`src/rtl/irq_sequencer.sv`:
```
// ----------------------------------------------------------------------------
// irq_sequencer
//
// Interrupt entry sequencer for the ATtiny20 core. At an instruction boundary
// it takes a pending interrupt, stalls the core for three cycles, pushes the
// return address onto the stack low byte first, clears SREG.I, acknowledges
// the request and loads the PC with the interrupt vector. After RETI, one
// further instruction must retire before the next interrupt is taken.
//
// Parameters:
//   DATA_WIDTH    stack data width (8)
//   I_ADDR_WIDTH  program counter width (10, legal range 9..16)
//
// Ports:
//   clk           in   clock, rising edge
//   reset         in   asynchronous, active-high reset
//   irq_req       in   pending, enabled interrupt request
//   irq_vector    in   vector address paired with irq_req
//   insn_boundary in   last cycle of the retiring instruction
//   pc_next       in   return address (next instruction to execute)
//   reti_exec     in   retiring cycle of RETI
//   stall         out  core holds fetch and execute
//   stack_we      out  one stack write of stack_wdata
//   stack_wdata   out  byte to push
//   clear_i       out  pulse: clear SREG.I
//   pc_load       out  pulse: load PC with pc_load_addr
//   pc_load_addr  out  PC value to load
//   irq_ack       out  pulse: peripheral clears flag for ack_vector
//   ack_vector    out  vector being acknowledged
//   busy          out  sequence in progress
// ----------------------------------------------------------------------------
module irq_sequencer #(
   parameter int DATA_WIDTH   = 8,
   parameter int I_ADDR_WIDTH = 10
) (
   input  logic                    clk,
   input  logic                    reset,
   input  logic                    irq_req,
   input  logic [I_ADDR_WIDTH-1:0] irq_vector,
   input  logic                    insn_boundary,
   input  logic [I_ADDR_WIDTH-1:0] pc_next,
   input  logic                    reti_exec,
   output logic                    stall,
   output logic                    stack_we,
   output logic [DATA_WIDTH-1:0]   stack_wdata,
   output logic                    clear_i,
   output logic                    pc_load,
   output logic [I_ADDR_WIDTH-1:0] pc_load_addr,
   output logic                    irq_ack,
   output logic [I_ADDR_WIDTH-1:0] ack_vector,
   output logic                    busy
);

   localparam logic [1:0] S_IDLE    = 2'd0;
   localparam logic [1:0] S_PUSH_LO = 2'd1;
   localparam logic [1:0] S_PUSH_HI = 2'd2;
   localparam logic [1:0] S_JUMP    = 2'd3;

   logic [1:0]              r_state;
   logic [1:0]              w_state_next;
   logic [I_ADDR_WIDTH-1:0] r_vec;
   logic [I_ADDR_WIDTH-1:0] r_ret;
   logic                    r_reti_block;

   logic                    w_idle;
   logic                    w_accept;
   logic [DATA_WIDTH-1:0]   w_ret_lo;
   logic [DATA_WIDTH-1:0]   w_ret_hi;

   assign w_idle = (r_state == S_IDLE);

   // reti_exec is excluded directly as well as through r_reti_block, because
   // the block flag only becomes visible one cycle after RETI retires.
   assign w_accept = w_idle & insn_boundary & irq_req & ~r_reti_block & ~reti_exec;

   // Return address split into stack bytes, upper part zero-extended.
   assign w_ret_lo = DATA_WIDTH'(r_ret[7:0]);
   assign w_ret_hi = DATA_WIDTH'(r_ret >> 8);

   always_comb begin
      w_state_next = r_state;
      case (r_state)
         S_IDLE:    if (w_accept) w_state_next = S_PUSH_LO;
         S_PUSH_LO: w_state_next = S_PUSH_HI;
         S_PUSH_HI: w_state_next = S_JUMP;
         S_JUMP:    w_state_next = S_IDLE;
         default:   w_state_next = S_IDLE;
      endcase
   end

   always_ff @(posedge clk or posedge reset) begin
      if (reset) begin
         r_state      <= S_IDLE;
         r_vec        <= '0;
         r_ret        <= '0;
         r_reti_block <= 1'b0;
      end else begin
         r_state <= w_state_next;
         if (w_accept) begin
            r_vec <= irq_vector;
            r_ret <= pc_next;
         end
         // Set wins over clear: the boundary that retires RETI itself must
         // not count as the following instruction.
         if (reti_exec) begin
            r_reti_block <= 1'b1;
         end else if (w_idle && insn_boundary) begin
            r_reti_block <= 1'b0;
         end
      end
   end

   // Outputs decode from registered state only, so input glitches cannot
   // reach the pulse outputs and a reset clears them immediately.
   always_comb begin
      stall        = 1'b0;
      stack_we     = 1'b0;
      stack_wdata  = '0;
      clear_i      = 1'b0;
      pc_load      = 1'b0;
      pc_load_addr = '0;
      irq_ack      = 1'b0;
      ack_vector   = '0;
      case (r_state)
         S_PUSH_LO: begin
            stall       = 1'b1;
            stack_we    = 1'b1;
            stack_wdata = w_ret_lo;
            clear_i     = 1'b1;
            irq_ack     = 1'b1;
            ack_vector  = r_vec;
         end
         S_PUSH_HI: begin
            stall       = 1'b1;
            stack_we    = 1'b1;
            stack_wdata = w_ret_hi;
         end
         S_JUMP: begin
            stall        = 1'b1;
            pc_load      = 1'b1;
            pc_load_addr = r_vec;
         end
         default: begin
         end
      endcase
   end

   assign busy = ~w_idle;

endmodule

```
`config.mk`:
```
export PLATFORM = sky130hd
export DESIGN_NAME = irq_sequencer
export DESIGN_NICKNAME = d
export VERILOG_FILES = /design/src/rtl/irq_sequencer.sv
export SDC_FILE = /design/constraint.sdc
export NUM_CORES = 1
export LEC_CHECK = 0
export CAP_MARGIN = 40
export CORE_MARGIN = 2
export CORE_UTILIZATION = 38
export CTS_BUF_LIST = sky130_fd_sc_hd__clkbuf_4
export CTS_CLUSTER_SIZE = 8
export DETAILED_ROUTE_END_ITERATION = 12
export GPL_ROUTABILITY_DRIVEN = 0
export PLACE_DENSITY_LB_ADDON = 0.12
export SYNTH_ARGS = -nofsm -noshare
export SYNTH_HDL_FRONTEND = slang
export SYNTH_SLANG_ARGS = --single-unit
```
`constraint.sdc`:
```
create_clock -name clk -period 1.66 [get_ports clk]
set_clock_uncertainty 0.2 [all_clocks]
set_input_delay 0.498 -clock clk [delete_from_list [all_inputs] [get_ports clk]]
set_output_delay 0.498 -clock clk [all_outputs]
set_load 0.005 [all_outputs]
```
After elaboration in Yosys (flattened, before gate mapping):

Index checks and enable logic that the tools add are counted.
W data, S select, Z words.

* word-level logic and storage cells: 31
* input port bits: 25
* flip-flop bits (word level): 23
* output and inout port bits: 34

* bitwise operators: 7
* reduce and logical (&&, ||, !) cells: 5
* equality and inequality tests: 4
* mux-type cells: 11

Operators with widths (number)
* $mux W10: 2
* $pmux W8 S2: 1
* $pmux W2 S4: 1
* $mux W1: 6
* $and A1 B1 Y1: 4
* $eq A2 B2 Y1 const B: 2
* $not A1 Y1: 3
* $reduce_or A3 Y1: 1
* $eq A2 B1 Y1 const B: 1
* $logic_not A2 Y1: 1
* $mux W2: 1
* $ne A2 B1 Y1 const B: 1
* $reduce_bool A2 Y1: 1
* $reduce_or A2 Y1: 1
* $logic_and A1 B1 Y1: 1

Depth between registers and ports, before layout:

Gate-level depths: netlist of run 1.

* word-level depth: 7
* gate-level depth with buffers: 5
* gate-level depth less buffers: 5

Worst setup path before layout of run 1:

No wires, ideal clock.

* path type: reg2out
* from: reg r_state[1]
* to: out ack_vector[0]
* required time: 962 ps
* arrival time: 1127 ps
* cell stages (with the launch flop): 5
* path buffers: 1
* setup slack: -165 ps
* cell sequence: dfrtp_1 inv_1 ha_1 clkbuf_1 and2_1

* word-level cells in the longest chain between the ends: 2

RTL lines
* start: declaration: RTL line 59 `logic [1:0] r_state;`
* start signal: assignment: RTL line 98 `r_state <= w_state_next;`
* $eq A2 B1 Y1: RTL line 124 `case (r_state)`
* $mux W10: RTL line 124
* end: declaration: RTL line 50 `output logic [I_ADDR_WIDTH-1:0] ack_vector,`

No other way between the ends.

Worst setup path after layout of run 1:

* from: reg r_state[1]
* to: out stack_wdata[2]

* word-level cells in the longest chain between the ends: 2
* elaborated cells between the ends (all ways): 3
* those cells by class: 2 x eq/ne; 1 x mux

RTL lines
* $eq A2 B2 Y1 / $eq A2 B1 Y1 (equally long branches): RTL line 124
* $pmux W8 S2 *: RTL line 124
* end: declaration: RTL line 45 `output logic [DATA_WIDTH-1:0] stack_wdata,`

Mark *: on every way between the ends. The rest lies on a longest branch, timed or not.

==> results of run 1 <==
-- routing by layer --
metal | track usage (%) | share of wire (%) | vias to the layer above
met5 | 0 | 0 | -
met4 | 8.07 | 1.1 | 0
met3 | 2.13 | 4.7 | 4
met2 | 35.8 | 55 | 38
met1 | 24.1 | 39 | 495
li1 | - | - | 482
-- worst max-delay path, stage by stage, from the launching register on --
cell	delay, ns
dfrtp_1	0.44
inv_2	0.12
ha_4	0.22
buf_6	0.12
buf_6	0.11
and3_4	0.14
buf_6	0.11
-- worst min-delay path by stage --
| stage | depth (start not counted) | startpoint | slack, ns | endpoint |
|---|---|---|---|---|
| floorplan | 1 | r_reti_block | 0.25 | r_reti_block |
| global placement | 1 | r_reti_block | 0.26 | r_reti_block |
| detailed placement | 1 | r_reti_block | 0.27 | r_reti_block |
| CTS | 1 | r_reti_block | 0.30 | r_reti_block |
| global route | 1 | r_reti_block | 0.31 | r_reti_block |
| finish | 1 | r_reti_block | 0.30 | r_reti_block |
-- stage by stage --
step | TNS [ns] | hold slack, ns | instance area [um2] | utilization, % | power (W)
after floorplan | 0 | 0.249 | 1250 | - | 0.00153
after global placement | -23.46 | 0.262 | 1980 | 65.0 | 0.00214
after detailed placement | -24.79 | 0.273 | 1980 | 65.0 | 0.00218
after CTS | -16.53 | 0.299 | 2200 | 72.1 | 0.00292
after global routing | -18.95 | 0.312 | 2280 | 74.7 | 0.00328
final | -16.84 | 0.299 | 2280 | 74.7 | 0.00311
-- cells in the mapped netlist (all sizes together) --
library cell  number
a21o               1
a21oi              1
a22oi              2
and2              20
and3               6
and4bb             1
buf                4
clkbuf             1
dfrtp             23
ha                 4
inv                4
mux2              20
nand2              2
nor2               2
nor2b              2
o21ai              1
o31ai              1
-- kinds of logic (layout without fill, tap and decap cells) --
family,Yosys count,in the layout,share of synthesized area [%]
muxes,20,20,24.4
buffers and inverters,9,92,4.58
AOI/OAI and AO/OA,6,6,3.36
DFF,23,23,46.8
and+or+nand+nor,33,33,16.7
adders and majority gates,4,4,4.07
-- where the power goes --
group,total [W],switching (W),internal [W]
clock network,0.000280,0.000170,0.000110
registers,0.000877,0.000139,0.000738
logic,0.00196,0.000705,0.00125
total,0.00311,0.00101,0.00210
-- flip-flops by register name (all words and copies together), names as in the netlist --
register and cells:
r_state 2, r_reti_block 1, r_vec 10, r_ret 10
-- area by class of cell --
| class | instances | share of cell area, % |
|---|---|---|
| multi-input combinational | 63 | 32.0 |
| sequential | 23 | 25.3 |
| clock buffer | 4 | 1.32 |
| timing repair buffer | 84 | 38.3 |
| tap | 44 | 2.41 |
| inverter | 4 | 0.658 |
-- repair_timing --
action                     CTS  global route
cloned                       2             1
setup endpoints to repair   54            54
gates resized for setup    193            14
setup buffers                8             3
pin swaps                   21             3
==> results.py, run 1 <==
metrics = {
    "die": {
        "die_area_um2": 3700,
        "fp.dieH_um": 60.9,
        "core-area_um2": 3050,
        "row_count": 20,
        "start_util_pct": 40.2,
        "io_pins": 59,
        "die_w_um": 60.9,
    },
    "drt": {
        "routed_via_density": 4.59,
        "wl_per_cell_um": 15.9,
        "antenna_left": 0,
        "vias": 1019,
        "drt_iter0_drc": 36,
        "wl_mm": 3.53,
        "drc": 0,
        "dr.pass1.iters": 5,
    },
    "outcome": {
        "failed_checks": "setup timing",
        "status": "finished, violations left",
    },
    "place": {
        "place_ws_ns": -0.525,
        "placedCellCount": 205,
        "place_hpwl_mm": 2.32,
        "port_buffers": 58,
    },
    "clocking": {
        "htreeDepth": 1,
        "cts_sinks": 23,
        "cts_made_buffers": 3,
        "cts_buffer_depth": 2,
        "cts_root_buf": "clkbuf_4",
        "clk_pin_slew_worst_paths_ns": 0.13,
        "hold_buffers": 0,
        "cts_tree": "done",
        "insertion_delay_ns": 0.31,
    },
    "timing": {
        "slew_headroom_pct": 81.4,
        "slew_violations": 0,
        "fin_crit_sh_pct": 137,
        "min_period_ns": 2.27,
        "setup_violations": 54,
        "rsz0062_at_grt": "yes",
        "worst_pin_slew_ns": 0.276,
        "fin_ws_ns": -0.611,
        "final_hold_viol_count": 0,
        "clock.fmax_mhz": 440,
    },
    "final_layout": {
        "diodes": 0,
        "multi_input_area_um2": 731,
        "fillers": 217,
        "final_nets": 208,
        "drive_above_1_share_pct": 65.2,
        "fin_cells": 222,
        "final_common_cell": "buf_6",
        "area_growth_pct": 85.6,
        "seq_area_um2": 577,
        "mostFrequentLayoutCells": "buf_6, dfrtp_1, clkdlybuf4s50_1",
    },
    "critical_path": {
        "crit_end": "stack_wdata[2]",
        "cp_max_fo": 3,
        "reg2reg_to": "r_vec[3]",
        "r2r-start": "r_state[1]",
        "arrival_ns": 1.57,
        "required_ns": 0.96,
        "reg2regPathDepth": 6,
        "worstSetupEndpointType": "primary output",
        "reg2reg_slack_ns": -0.03,
        "path_class": "reg -> out",
        "cp-start-kind": "flip-flop",
        "startpoint": "r_state[1]",
    },
    "run": {
        "maxCapViolations": 0,
    },
    "min_path": {
        "min_path_type": "reg -> reg",
    },
    "power": {
        "ir_worst_vdd_mv": 0.817,
        "p_leak_nw": 1.16,
        "powerDensity_nw_per_um2": 1360,
    },
    "logic_synthesis": {
        "synth_warnings": 0,
        "yosysSeqAreaShare_pct": 46.8,
        "syn_inst": 95,
        "avgSynthCellArea_um2": 12.9,
        "ys_top_cells_by_area": "dfrtp_1, mux2_4, and2_1, ha_1, and3_1",
        "yosysTopAreaCell": "dfrtp_1",
        "synth-seq-cells": 23,
        "synth.distinct_cells": 19,
        "syn_nets": 124,
        "synth_top_area_share_pct": 46.8,
        "synthesis.area_um2": 1230,
    },
    "grt": {
        "grt_max_degree": 24,
        "antenna_found_initial": 0,
        "grt_pass1_vias": 1083,
        "overflow": 0,
        "grt_pass1_wl_mm": 5.24,
        "grt_use_total_pct": 19.9,
    },
}
Power figures use the tool's default switching activity.
==> run 2: changes to the inputs <==
--- a/config.mk
+++ b/config.mk
@@ -9,3 +9,3 @@
 export CORE_MARGIN = 2
-export CORE_UTILIZATION = 38
+export CORE_UTILIZATION = 42
 export CTS_BUF_LIST = sky130_fd_sc_hd__clkbuf_4
==> constraint.sdc (replaced) <==
create_clock -name clk -period 2.2 [get_ports clk]
set_clock_uncertainty 0.2 [all_clocks]
set_input_delay 0.66 -clock clk [delete_from_list [all_inputs] [get_ports clk]]
set_output_delay 0.66 -clock clk [all_outputs]
set_load 0.02 [all_outputs]
==> results.py, run 2 (synthesis gave the netlist of run 1 again) <==
metrics = {
    "final_layout": {
        "final_common_cell": "clkdlybuf4s50_1",
        "mostFrequentLayoutCells": "clkdlybuf4s50_1, dfrtp_1, mux2_4, buf_6, and2_1",
        "drive_above_1_share_pct": 54.2,
        "top_regs": "r_ret (10), r_vec (10), r_state (2)",
        "final_cell_area_um2": 2010,
        "diodes": 0,
        "fin_cells": 197,
        "final_util_pct": 72.8,
        "final_nets": 196,
        "area_growth_pct": 63.4,
    },
    "timing": {
        "rsz0062_at_grt": "yes",
        "final_hold_viol_count": 0,
        "fin_hold_ws_ns": 0.302,
        "fin_ws_ns": -0.152,
        "clock.fmax_mhz": 425,
        "setup_violations": 28,
        "worst_pin_slew_ns": 0.286,
        "fin_crit_sh_pct": 107,
        "min_period_ns": 2.35,
        "slew_headroom_pct": 80.9,
        "slew_violations": 0,
    },
    "die": {
        "core-area_um2": 2760,
        "start_util_pct": 44.6,
        "die_w_um": 58.1,
        "die_area_um2": 3370,
        "row_count": 19,
        "io_pins": 59,
        "fp.dieH_um": 58.1,
    },
    "critical_path": {
        "required_ns": 1.34,
        "cpPeakStageDelay_ns": 0.40,
        "cp_max_fo": 3,
        "path_class": "reg -> out",
        "cp-start-kind": "flip-flop",
        "cp_cell_sequence": "inv_2, ha_4, buf_6, a22oi_2, nor2b_1, buf_4",
        "arrival_ns": 1.49,
        "cp_slowest_cell": "dfrtp_1",
        "crit_buf_inv": 3,
        "crit_family": "flip-flops",
        "path_depth": 6,
        "worstSetupEndpointType": "primary output",
        "reg2regPathDepth": 6,
    },
    "drt": {
        "drc": 0,
        "antenna_left": 0,
        "wl_per_cell_um": 14.9,
        "wl_mm": 2.94,
        "dr.pass1.iters": 3,
        "routed_via_density": 5.02,
        "drt_iter0_drc": 28,
        "vias": 989,
    },
    "grt": {
        "grt_pass1_wl_mm": 4.87,
        "grt_use_total_pct": 18.8,
        "antenna_found_initial": 0,
        "overflow": 0,
        "grt_pass1_vias": 1042,
        "grt_max_degree": 24,
    },
    "clocking": {
        "hold_buffers": 0,
        "cts_sinks": 23,
        "clk_pin_slew_worst_paths_ns": 0.13,
        "cts_root_buf": "clkbuf_4",
        "insertion_delay_ns": 0.31,
        "cts_buffer_depth": 2,
        "cts_made_buffers": 3,
        "cts_tree": "done",
        "htreeDepth": 1,
    },
    "place": {
        "placedCellCount": 191,
        "port_buffers": 58,
        "place_hpwl_mm": 2.14,
        "placed_area_um2": 1920,
        "place_ws_ns": -0.323,
    },
    "power": {
        "powerDensity_nw_per_um2": 1050,
        "ir_worst_vdd_mv": 0.700,
        "p_leak_nw": 1.04,
    },
    "outcome": {
        "failed_checks": "setup timing",
        "status": "finished, violations left",
    },
    "run": {
        "maxCapViolations": 0,
    },
    "min_path": {
        "whs_path_depth": 1,
        "min_path_type": "reg -> reg",
    },
}
run 2: cell count changes in the layout (fill, tap and decap cells not counted), moves of 2 or more:
cell / change
buf_2: +3
and2_1: +10
and2_4: -10
and3_1: +3
dlygate4sd2_1: -3
buf_6: -17
and3_4: -3
buf_4: +7
clkbuf_2: -2
clkdlybuf4s50_1: +3
run 2: final cells by class:
cell class	instances	area, um2
clock buffer	3	22.5
clock inverter	1	7.51
fill	212	749
inverter	4	15.0
multi-input combinational	63	677
sequential	23	577
tap	31	38.8
timing repair buffer	72	671
run 2: worst paths after layout:
check / from / endpoint / slack (ns)
worst max-delay path: r_state[1] / stack_wdata[1] / -0.15
worst min-delay path: r_reti_block / r_reti_block / 0.30
worst max register to register: r_state[0] / r_ret[4] / 0.51
worst min register to register: r_reti_block / r_reti_block / 0.30
max in group asynchronous: reset / r_state[0] / 1.09
min in group asynchronous: reset / r_ret[5] / 0.47
run 2: per-layer routing:
metal | vias up | global-route usage, % | part of all wire, %
met2 | 34 | 33.0 | 53
li1 | 464 | - | -
met1 | 485 | 22.3 | 41
met5 | - | 0 | 0
met3 | 6 | 2.90 | 5.1
met4 | 0 | 9.30 | 1.4
run 2: repair_timing:
| action | CTS | global route |
|---|---|---|
| resized for setup | 182 | 15 |
| pin swaps | 5 | 4 |
| setup buffers | 2 | 0 |
| setup endpoints to repair | 34 | 31 |
run 2: per-stage QoR:
step                      total power [W]  setup TNS, ns
after global placement            0.00172          -8.42
final                             0.00211          -2.22
after CTS                         0.00205          -2.08
after detailed placement          0.00176         -10.56
after global routing              0.00225          -4.38
after floorplan                   0.00125              0
run 2: power by group:
part	switching (W)	internal (W)	leakage (nW)	total [W]
clock network	0.000133	0.0000694	0.0139	0.000202
logic	0.000561	0.000691	0.730	0.00125
registers	0.000103	0.000556	0.298	0.000659
